## src/rtl/des_sbox_hash_stream_if.sv

```systemverilog
// Byte-stream input and digest output handshake bundle for the DES S-box hash core.
interface des_sbox_hash_stream_if;
   logic        msg_valid;
   logic        msg_ready;
   logic [7:0]  msg_data;
   logic        msg_last;
   logic        digest_valid;
   logic        digest_ready;
   logic [31:0] digest;

   modport master (
      output msg_valid, msg_data, msg_last, digest_ready,
      input  msg_ready, digest_valid, digest
   );

   modport slave (
      input  msg_valid, msg_data, msg_last, digest_ready,
      output msg_ready, digest_valid, digest
   );
endinterface

```

## src/rtl/des_sbox_hash_stream.sv

```systemverilog
// Iterative DES-S5 based 32-bit hash: one compression round per clock, length-keyed
// final transformation, digest held on a valid/ready output until consumed.
module des_sbox_hash_stream #(
   parameter int unsigned ROUNDS = 4,
   parameter int unsigned LEN_W  = 64,
   parameter logic [31:0] IV     = 32'h4B71DF03
) (
   input  logic                  clk,
   input  logic                  rst_n,
   des_sbox_hash_stream_if.slave bus,
   output logic [LEN_W-1:0]      byte_count,
   output logic                  busy
);

   // S5 rows, column 0 in the top nibble
   localparam logic [63:0] S5_R0 = 64'h2C417AB6853FD0E9;
   localparam logic [63:0] S5_R1 = 64'hEB2C47D150FA3986;
   localparam logic [63:0] S5_R2 = 64'h421BAD78F9C5630E;
   localparam logic [63:0] S5_R3 = 64'hB8C71E2D6F09A453;
   localparam logic [3:0]  RND_LAST = 4'(ROUNDS - 1);

   typedef enum logic [2:0] {S_IDLE, S_ACCEPT, S_ROUND, S_FINAL, S_DONE} state_t;

   state_t            r_state;
   state_t            w_state_nxt;
   logic [31:0]       r_h;
   logic [3:0]        r_s;
   logic              r_last;
   logic [3:0]        r_rnd;
   logic [LEN_W-1:0]  r_cnt;
   logic [31:0]       r_digest;
   logic              r_dvalid;
   logic              w_ready;
   logic              w_hs;
   logic [63:0]       w_len;
   logic [31:0]       w_fkey;

   function automatic logic [5:0] f_m6(input logic [7:0] m);
      return {m[3] ^ m[2], m[1], m[0], m[7], m[6], m[5] ^ m[4]};
   endfunction

   function automatic logic [5:0] f_c6(input logic [7:0] c);
      return {c[7] ^ c[1], c[3], c[2], c[5] ^ c[0], c[4], c[6]};
   endfunction

   function automatic logic [3:0] f_sbox(input logic [5:0] x);
      logic [63:0] row;
      case ({x[5], x[0]})
         2'd0:    row = S5_R0;
         2'd1:    row = S5_R1;
         2'd2:    row = S5_R2;
         default: row = S5_R3;
      endcase
      // inverting the column turns "column 0 = top nibble" into an ascending bit offset
      return row[{~x[4:1], 2'b00} +: 4];
   endfunction

   function automatic logic [3:0] f_rotl4(input logic [3:0] v, input logic [1:0] amt);
      logic [7:0] w;
      w = {v, v} << amt;
      return w[7:4];
   endfunction

   // One mixing step; k carries the per-nibble S-box value (all equal during rounds)
   function automatic logic [31:0] f_mix(input logic [31:0] h, input logic [31:0] k);
      logic [31:0] o;
      o = '0;
      for (int i = 0; i < 8; i++) begin
         o[31-4*i -: 4] = f_rotl4(h[31-4*((i+1)%8) -: 4] ^ k[31-4*i -: 4], 2'(i/2));
      end
      return o;
   endfunction

   assign w_ready    = (r_state == S_IDLE) || (r_state == S_ACCEPT);
   assign w_hs       = bus.msg_valid & w_ready;
   assign w_len      = 64'(r_cnt);

   assign bus.msg_ready    = w_ready;
   assign bus.digest_valid = r_dvalid;
   assign bus.digest       = r_digest;
   assign byte_count       = r_cnt;
   assign busy             = (r_state != S_IDLE);

   always_comb begin
      w_fkey = '0;
      for (int i = 0; i < 8; i++) begin
         w_fkey[31-4*i -: 4] = f_sbox(f_c6(w_len[63-8*i -: 8]));
      end
   end

   always_ff @(posedge clk or negedge rst_n) begin
      if (!rst_n) r_state <= S_IDLE;
      else        r_state <= w_state_nxt;
   end

   always_comb begin
      w_state_nxt = r_state;
      case (r_state)
         S_IDLE, S_ACCEPT: if (w_hs) w_state_nxt = S_ROUND;
         S_ROUND: begin
            if (r_rnd == RND_LAST) w_state_nxt = r_last ? S_FINAL : S_ACCEPT;
         end
         S_FINAL: w_state_nxt = S_DONE;
         S_DONE:  if (bus.digest_ready) w_state_nxt = S_ACCEPT;
         default: w_state_nxt = S_IDLE;
      endcase
   end

   always_ff @(posedge clk or negedge rst_n) begin
      if (!rst_n) begin
         r_h      <= IV;
         r_s      <= '0;
         r_last   <= 1'b0;
         r_rnd    <= '0;
         r_cnt    <= '0;
         r_digest <= '0;
         r_dvalid <= 1'b0;
      end else begin
         case (r_state)
            S_IDLE, S_ACCEPT: begin
               if (w_hs) begin
                  r_s    <= f_sbox(f_m6(bus.msg_data));
                  r_last <= bus.msg_last;
                  r_cnt  <= r_cnt + 1'b1;
                  r_rnd  <= '0;
               end
            end
            S_ROUND: begin
               r_h   <= f_mix(r_h, {8{r_s}});
               r_rnd <= r_rnd + 4'd1;
            end
            S_FINAL: begin
               r_digest <= f_mix(r_h, w_fkey);
               r_dvalid <= 1'b1;
            end
            S_DONE: begin
               if (bus.digest_ready) begin
                  r_dvalid <= 1'b0;
                  r_h      <= IV;
                  r_cnt    <= '0;
               end
            end
            default: ;
         endcase
      end
   end

endmodule

```

## src/flat_wrapper.sv

```systemverilog
// flat-port wrapper written by rule: the top's interface ports become plain ports
module des_sbox_hash_stream_flat 
#(
   parameter int unsigned ROUNDS = 4,
   parameter int unsigned LEN_W  = 64,
   parameter logic [31:0] IV     = 32'h4B71DF03
)
  (clk, rst_n, byte_count, busy, bus_msg_valid, bus_msg_data, bus_msg_last, bus_digest_ready, bus_msg_ready, bus_digest_valid, bus_digest);
  des_sbox_hash_stream_if bus_i ();
  input  logic clk;
  input  logic rst_n;
  output logic [LEN_W-1:0] byte_count;
  output logic busy;
  input wire logic [$bits(bus_i.msg_valid)-1:0] bus_msg_valid;
  input wire logic [$bits(bus_i.msg_data)-1:0] bus_msg_data;
  input wire logic [$bits(bus_i.msg_last)-1:0] bus_msg_last;
  input wire logic [$bits(bus_i.digest_ready)-1:0] bus_digest_ready;
  output wire logic [$bits(bus_i.msg_ready)-1:0] bus_msg_ready;
  output wire logic [$bits(bus_i.digest_valid)-1:0] bus_digest_valid;
  output wire logic [$bits(bus_i.digest)-1:0] bus_digest;
  assign bus_i.msg_valid = bus_msg_valid;
  assign bus_i.msg_data = bus_msg_data;
  assign bus_i.msg_last = bus_msg_last;
  assign bus_i.digest_ready = bus_digest_ready;
  assign bus_msg_ready = bus_i.msg_ready;
  assign bus_digest_valid = bus_i.digest_valid;
  assign bus_digest = bus_i.digest;
  des_sbox_hash_stream #(.ROUNDS(ROUNDS), .LEN_W(LEN_W), .IV(IV)) u_core (.clk(clk), .rst_n(rst_n), .bus(bus_i), .byte_count(byte_count), .busy(busy));
endmodule
```

## config.mk

```make
export PLATFORM = sky130hd
export DESIGN_NAME = des_sbox_hash_stream_flat
export DESIGN_NICKNAME = d
export VERILOG_FILES = /design/src/rtl/des_sbox_hash_stream_if.sv /design/src/rtl/des_sbox_hash_stream.sv /design/src/flat_wrapper.sv
export SDC_FILE = /design/constraint.sdc
export NUM_CORES = 1
export LEC_CHECK = 0
export CORE_MARGIN = 10
export CORE_UTILIZATION = 60
export CTS_BUF_LIST = sky130_fd_sc_hd__clkbuf_16
export CTS_CLUSTER_SIZE = 12
export DETAILED_ROUTE_END_ITERATION = 16
export GPL_TIMING_DRIVEN = 0
export MAX_ROUTING_LAYER = met4
export PLACE_DENSITY_LB_ADDON = 0.25
export SYNTH_ARGS = -nofsm -noshare
export SYNTH_HDL_FRONTEND = slang
export SYNTH_SLANG_ARGS = --single-unit
export TNS_END_PERCENT = 20
```

## constraint.sdc

```tcl
create_clock -name clk -period 4.1 [get_ports clk]
set_input_delay 1.025 -clock clk [delete_from_list [all_inputs] [get_ports clk]]
set_output_delay 1.025 -clock clk [all_outputs]
set_load 0.05 [all_outputs]
```

Yosys cells after proc, flatten, opt, wreduce, memory -nomap -nowiden
Index checks and enable logic that the tools add are counted.
- add/sub/neg operators: 2
- eq/ne operators: 26
- shift operators: 9
- muxes and demuxes: 25
- bitwise logic cells: 44
- reduce and logical (&&, ||, !) cells: 23
- operators by type and width (cell ; count):
    one-hot mux 64 bit (3 select lines) ; 9
    variable part select 64 x 7 -> 4 bit ; 9
    2-to-1 mux 64 bit ; 4
    one-hot mux 64 bit (2 select lines) ; 1
    adder 64 x 1 -> 64 bit (second input constant) ; 1
    one-hot mux 32 bit (2 select lines) ; 1
    XOR 4 bit ; 16
    inverter 4 bit ; 9
    2-to-1 mux 32 bit ; 1
    equality test 2 x 1 -> 1 bit (second input constant) ; 9
    equality test 2 bit (second input constant) ; 9
    logical NOT 2 bit ; 9
    XOR 1 bit ; 18
    one-hot mux 3 bit (4 select lines) ; 1
    2-to-1 mux 3 bit ; 3
    one-hot mux 4 bit (2 select lines) ; 1
    AND reduction 2 bit ; 4
    nonzero test 2 bit ; 4
    equality test 3 x 2 -> 1 bit (second input constant) ; 2
    AND reduction 3 bit ; 2
    adder 4 x 1 -> 4 bit (second input constant) ; 1
    equality test 4 x 2 -> 1 bit (second input constant) ; 1
    2-to-1 mux 4 bit ; 1
    inequality test 2 x 1 -> 1 bit (second input constant) ; 2
    other kinds (11) ; 11
- bits in registers: 141
- input port bits: 13
- output and inout bits: 99
- word-level logic and storage cells: 137

Logic depth before layout (Yosys ltp)
- depth in word-level cells: 6
- mapped depth: 10
- depth with buffers taken out: 9

Worst setup path before layout
OpenSTA, ideal clock, no wires.
- path type: input -> register
- start: input port bus_msg_data[2]
- end: register u_core.r_s[1]
- setup time: 125 ps
- data arrival time: 2864 ps
- data required time: 3975 ps
- setup slack: 1111 ps
- stages: 7
- buffers on the path: 0
- cell sequence: xor2_1 -> ha_1 -> or2_2 -> nand2_1 -> o22ai_1 -> mux4_2 -> mux2_2
- cells in the longest elaborated chain, start to end: 6
- elaborated cells on any way between the ends: 8
- classes of those cells: eq/ne (2); shift (1); mux (3); bitwise (1); reduce/logical (1)
- ends and longest elaborated chain (element ; line ; source):
    start, declared ; flat_wrapper.sv:15 ; input wire logic [$bits(bus_i.msg_data)-1:0] bus_msg_data;
    XOR 1 bit * ; des_sbox_hash_stream.sv:39 ; return {m[3] ^ m[2], m[1], m[0], m[7], m[6], m[5] ^ m[4]};
    equality test 2 bit (tied with other cells) ; des_sbox_hash_stream.sv:48 ; case ({x[5], x[0]})
    one-hot mux 64 bit (3 select lines) * ; des_sbox_hash_stream.sv:48 ;
    2-to-1 mux 64 bit * ; des_sbox_hash_stream.sv:121 ; if (w_hs) begin
    2-to-1 mux 64 bit * ; des_sbox_hash_stream.sv:119 ; case (r_state)
    variable part select 64 x 7 -> 4 bit * ; des_sbox_hash_stream.sv:55 ; return row[{~x[4:1], 2'b00} +: 4];
    end signal, assigned ; des_sbox_hash_stream.sv:122 ; r_s <= f_sbox(f_m6(bus.msg_data));
    end, declared ; des_sbox_hash_stream.sv:27 ; logic [3:0] r_s;
Mark *: on every way between the ends. The rest lies on a longest branch, timed or not. The select of a mux whose other input is x is not followed.
A chain may end at the register's enable or synchronous reset.

Worst setup path in the final report
- start: input port bus_msg_valid
- end: register u_core.r_cnt[49] (netlist: u_core.byte_count[49])
- cells in the longest elaborated chain, start to end: 3
- ends and longest elaborated chain (element ; line ; source):
    start, declared ; flat_wrapper.sv:14 ; input wire logic [$bits(bus_i.msg_valid)-1:0] bus_msg_valid;
    AND 1 bit ; des_sbox_hash_stream.sv:75 ; assign w_hs = bus.msg_valid & w_ready;
    inequality test 2 x 1 -> 1 bit (no line) ; n/a ;
    AND reduction 3 bit (no line) ; n/a ;
    end signal, assigned ; des_sbox_hash_stream.sv:124 ; r_cnt <= r_cnt + 1'b1;
    end, declared ; des_sbox_hash_stream.sv:30 ; logic [LEN_W-1:0] r_cnt;
No other way between the ends.

==> results.yml <==
run_status:
  status: "complete, no violations"
power:
  max-vdd-ir-drop_mv: 0.537
  power_mw: 9.63
  p_leak_nw: 6.20
  powerDensity_nw_per_um2: 630
timing:
  relSlewSlack_pct: 25.6
  hold_viol_final: 0
  fmax_mhz: 267
  worst_slack_ns: 0.356
  tns_ns: 0
  worst_slew_pin_slew_ns: 1.11
  fin_crit_ns: 3.74
  final_max_slew_viol_count: 0
  whs_ns: 0.486
  setup_viol: 0
  rsz0062_at_grt: "no"
  fin_crit_sh_pct: 91.3
  fin_skew_ns: 0.00972
route:
  dr_wl_met2_um: 19700
  drc_errors: 0
  dr.pass1.iters: 5
  ant_nets: 0
  drtIter0Drc: 1732
  highest_layer: "met4"
  routed_via_density: 6.66
  drt-met1-wl_um: 18000
  wl_per_cell_um: 21.0
  finalWirelength_um: 42000
  wl_met3_um: 3130
  vias: 13318
yosys:
  syn_area_per_cell_um2: 8.36
  synthArstFlopShare_pct: 100
  synth_cells: 1577
  ys_ff_latch: 141
  seq_area_frac_synth_pct: 26.9
  synth_top_area_share_pct: 23.5
  yosysTopAreaCell: "dfrtp_1"
  yosys_warnings: 0
  synth_nets: 1663
  synth_edf_count: 0
  netlist-cell-type-count: 83
  syn_area_um2: 13200
  ys_top_cells_by_area: "dfrtp_1, ha_1, xnor2_1"
  synth_flop_cell: "dfrtp_1"
finish:
  nets: 1793
  fin_area_um2: 15300
  areaGrowthSynthToFinish_pct: 15.9
  final-instance-count-excl-fill: 2000
  drive_above_1_share_pct: 8.43
  final_util_pct: 70.4
  diodes: 0
floorplanning:
  die_w_um: 168
  io_pins: 112
  die-area_um2: 28300
  die_h_um: 168
  core_um2: 21700
  start_util_pct: 60.8
  rows: 54
run:
  cap_violations: 0
critical_path:
  crit_path_start_kind: "input pin"
  cp_top_family: "simple AND/OR/NAND/NOR gates"
  critPathKind: "input pin to register"
  path_common_cell: "buf_2"
  cp_data_required_time_ns: 4.37
  path_cells: "clkdlybuf4s50_1 -> nor2b_1 -> o21ai_1 -> nor4_1 -> nand4_2 -> buf_2 -> buf_2 -> o21ai_0 -> a21oi_1"
  cp-end-kind: "register"
  crit_path_max_incr_delay_ns: 0.63
  crit_path_top_delay_cell: "nor4_1"
  critPathMaxFanout: 10
  path_buf_inv: 3
  cp.arrival_ns: 4.01
placed_design:
  gp_congestion: 1.01
  port_buffers: 110
  dp.cells: 1968
  place_area_um2: 14700
  dp_hpwl_um: 30300
  pre_cts_ws_ns: -0.00575
clock_network:
  postCtsHoldBufs: 0
  cts_sinks: 141
  cts_resized: 0
  cts_tree: "done"
  post_cts_buffers: 0
  cts_root_buf: "clkbuf_16"
  clkLatencyLatePin_ns: 0.43
  cts_made_buffers: 17
  cts_max_path_buffers: 2
  clkTransAtPathRegs_ns: 0.06
  htree_levels: 4
global_route:
  grt_pass1_wl_um: 67400
  grt_usage_pct: 29.3
  gr-total-overflow: 0
  antenna_found_initial: 0
  grt_pass1_vias: 12458
  grt_max_degree: 80
min_path:
  hp-class: "register to register"
-- path summary, 6_finish.rpt --
kind,endpoint,startpoint,slack (ns),cells past startpoint
hold / removal,u_core.bus.digest[4],u_core.bus.digest[4],0.49,2
setup / recovery,u_core.byte_count[49],bus_msg_valid,0.36,9
hold reg to reg,u_core.bus.digest[4],u_core.bus.digest[4],0.49,2
setup reg to reg,u_core.bus.digest[25],u_core.byte_count[55],0.77,9
max in group asynchronous,u_core.r_h[22],rst_n,2.62,2
min in group asynchronous,u_core.bus.digest[7],rst_n,0.65,1
-- kinds of logic after synthesis --
| logic type | Yosys count | share of synthesized area [%] |
|---|---|---|
| compound gates | 402 | 20.4 |
| simple gates | 554 | 21.3 |
| fa+ha+maj | 73 | 6.93 |
| flops | 141 | 26.9 |
| buf+inv | 186 | 5.63 |
| mux | 94 | 9.99 |
| xor+xnor | 127 | 8.83 |
-- report_power, final --
part / internal, mW / switching [mW]
logic: 2.05 / 3.45
registers: 1.93 / 0.596
clock network: 0.957 / 0.644
total: 4.94 / 4.69
-- synthesized netlist by cell type (all sizes together), types with 26 or more instances --
cell type    n
o211ai      26
a21oi       92
nor3        66
buf         36
nand3       61
mux4        28
xor2        45
nor2       123
clkbuf      81
inv         63
nand2      124
dfrtp      124
xnor2       80
ha          73
mux2i       46
o21ai       98
nand2b      27
-- per-layer routing --
layer / track usage (%) / vias up
li1: - / 6045
met1: 38.3 / 6478
met2: 45.6 / 697
met3: 4.19 / 98
met4: 10.3 / 0
met5: - / -
-- area by class of cell --
type | instances | area [um^2]
multi-input cells | 1250 | 8890
fillers | 1734 | 6410
flip-flops and latches | 141 | 3550
repair buffers | 111 | 1130
clock buffers | 22 | 551
plain buffers | 117 | 483
well taps | 280 | 350
inverters | 69 | 259
clock inverters | 10 | 68.8
-- sequential cells by signal (all words and copies together) (netlist names) --
| signal | count |
|---|---|
| u_core.r_s | 4 |
| u_core.r_last | 1 |
| u_core.bus.digest_valid | 1 |
| u_core.r_rnd | 4 |
| u_core.r_h | 32 |
| u_core.bus.digest | 32 |
| u_core.r_state | 3 |
| u_core.byte_count | 64 |
-- placed cells by master, fill, tap and decap left out, types with 17 or more instances in the layout --
| cell type | n |
|---|---|
| nor3_1 | 64 |
| and3_1 | 24 |
| nand2b_1 | 27 |
| clkdlybuf4s50_1 | 109 |
| a211oi_1 | 17 |
| clkbuf_16 | 22 |
| o21ai_0 | 94 |
| mux2i_1 | 46 |
| inv_1 | 64 |
| nand2_1 | 124 |
| clkbuf_1 | 80 |
| xor2_1 | 43 |
| or3_1 | 23 |
| xnor2_1 | 79 |
| mux2_2 | 20 |
| nor2b_1 | 17 |
| a21oi_1 | 92 |
| o211ai_1 | 26 |
| nor2_1 | 123 |
| nand4_1 | 20 |
| mux4_2 | 28 |
| o31ai_1 | 17 |
| dfstp_2 | 17 |
| dfrtp_1 | 124 |
| nand3_1 | 60 |
| buf_2 | 22 |
| ha_1 | 73 |
-- worst min-delay path, cell delays in order, from the launching register on --
cell	delay, ns
dfrtp_1	0.34
nand2_1	0.05
o21ai_0	0.06
Power figures use the tool's default switching activity.
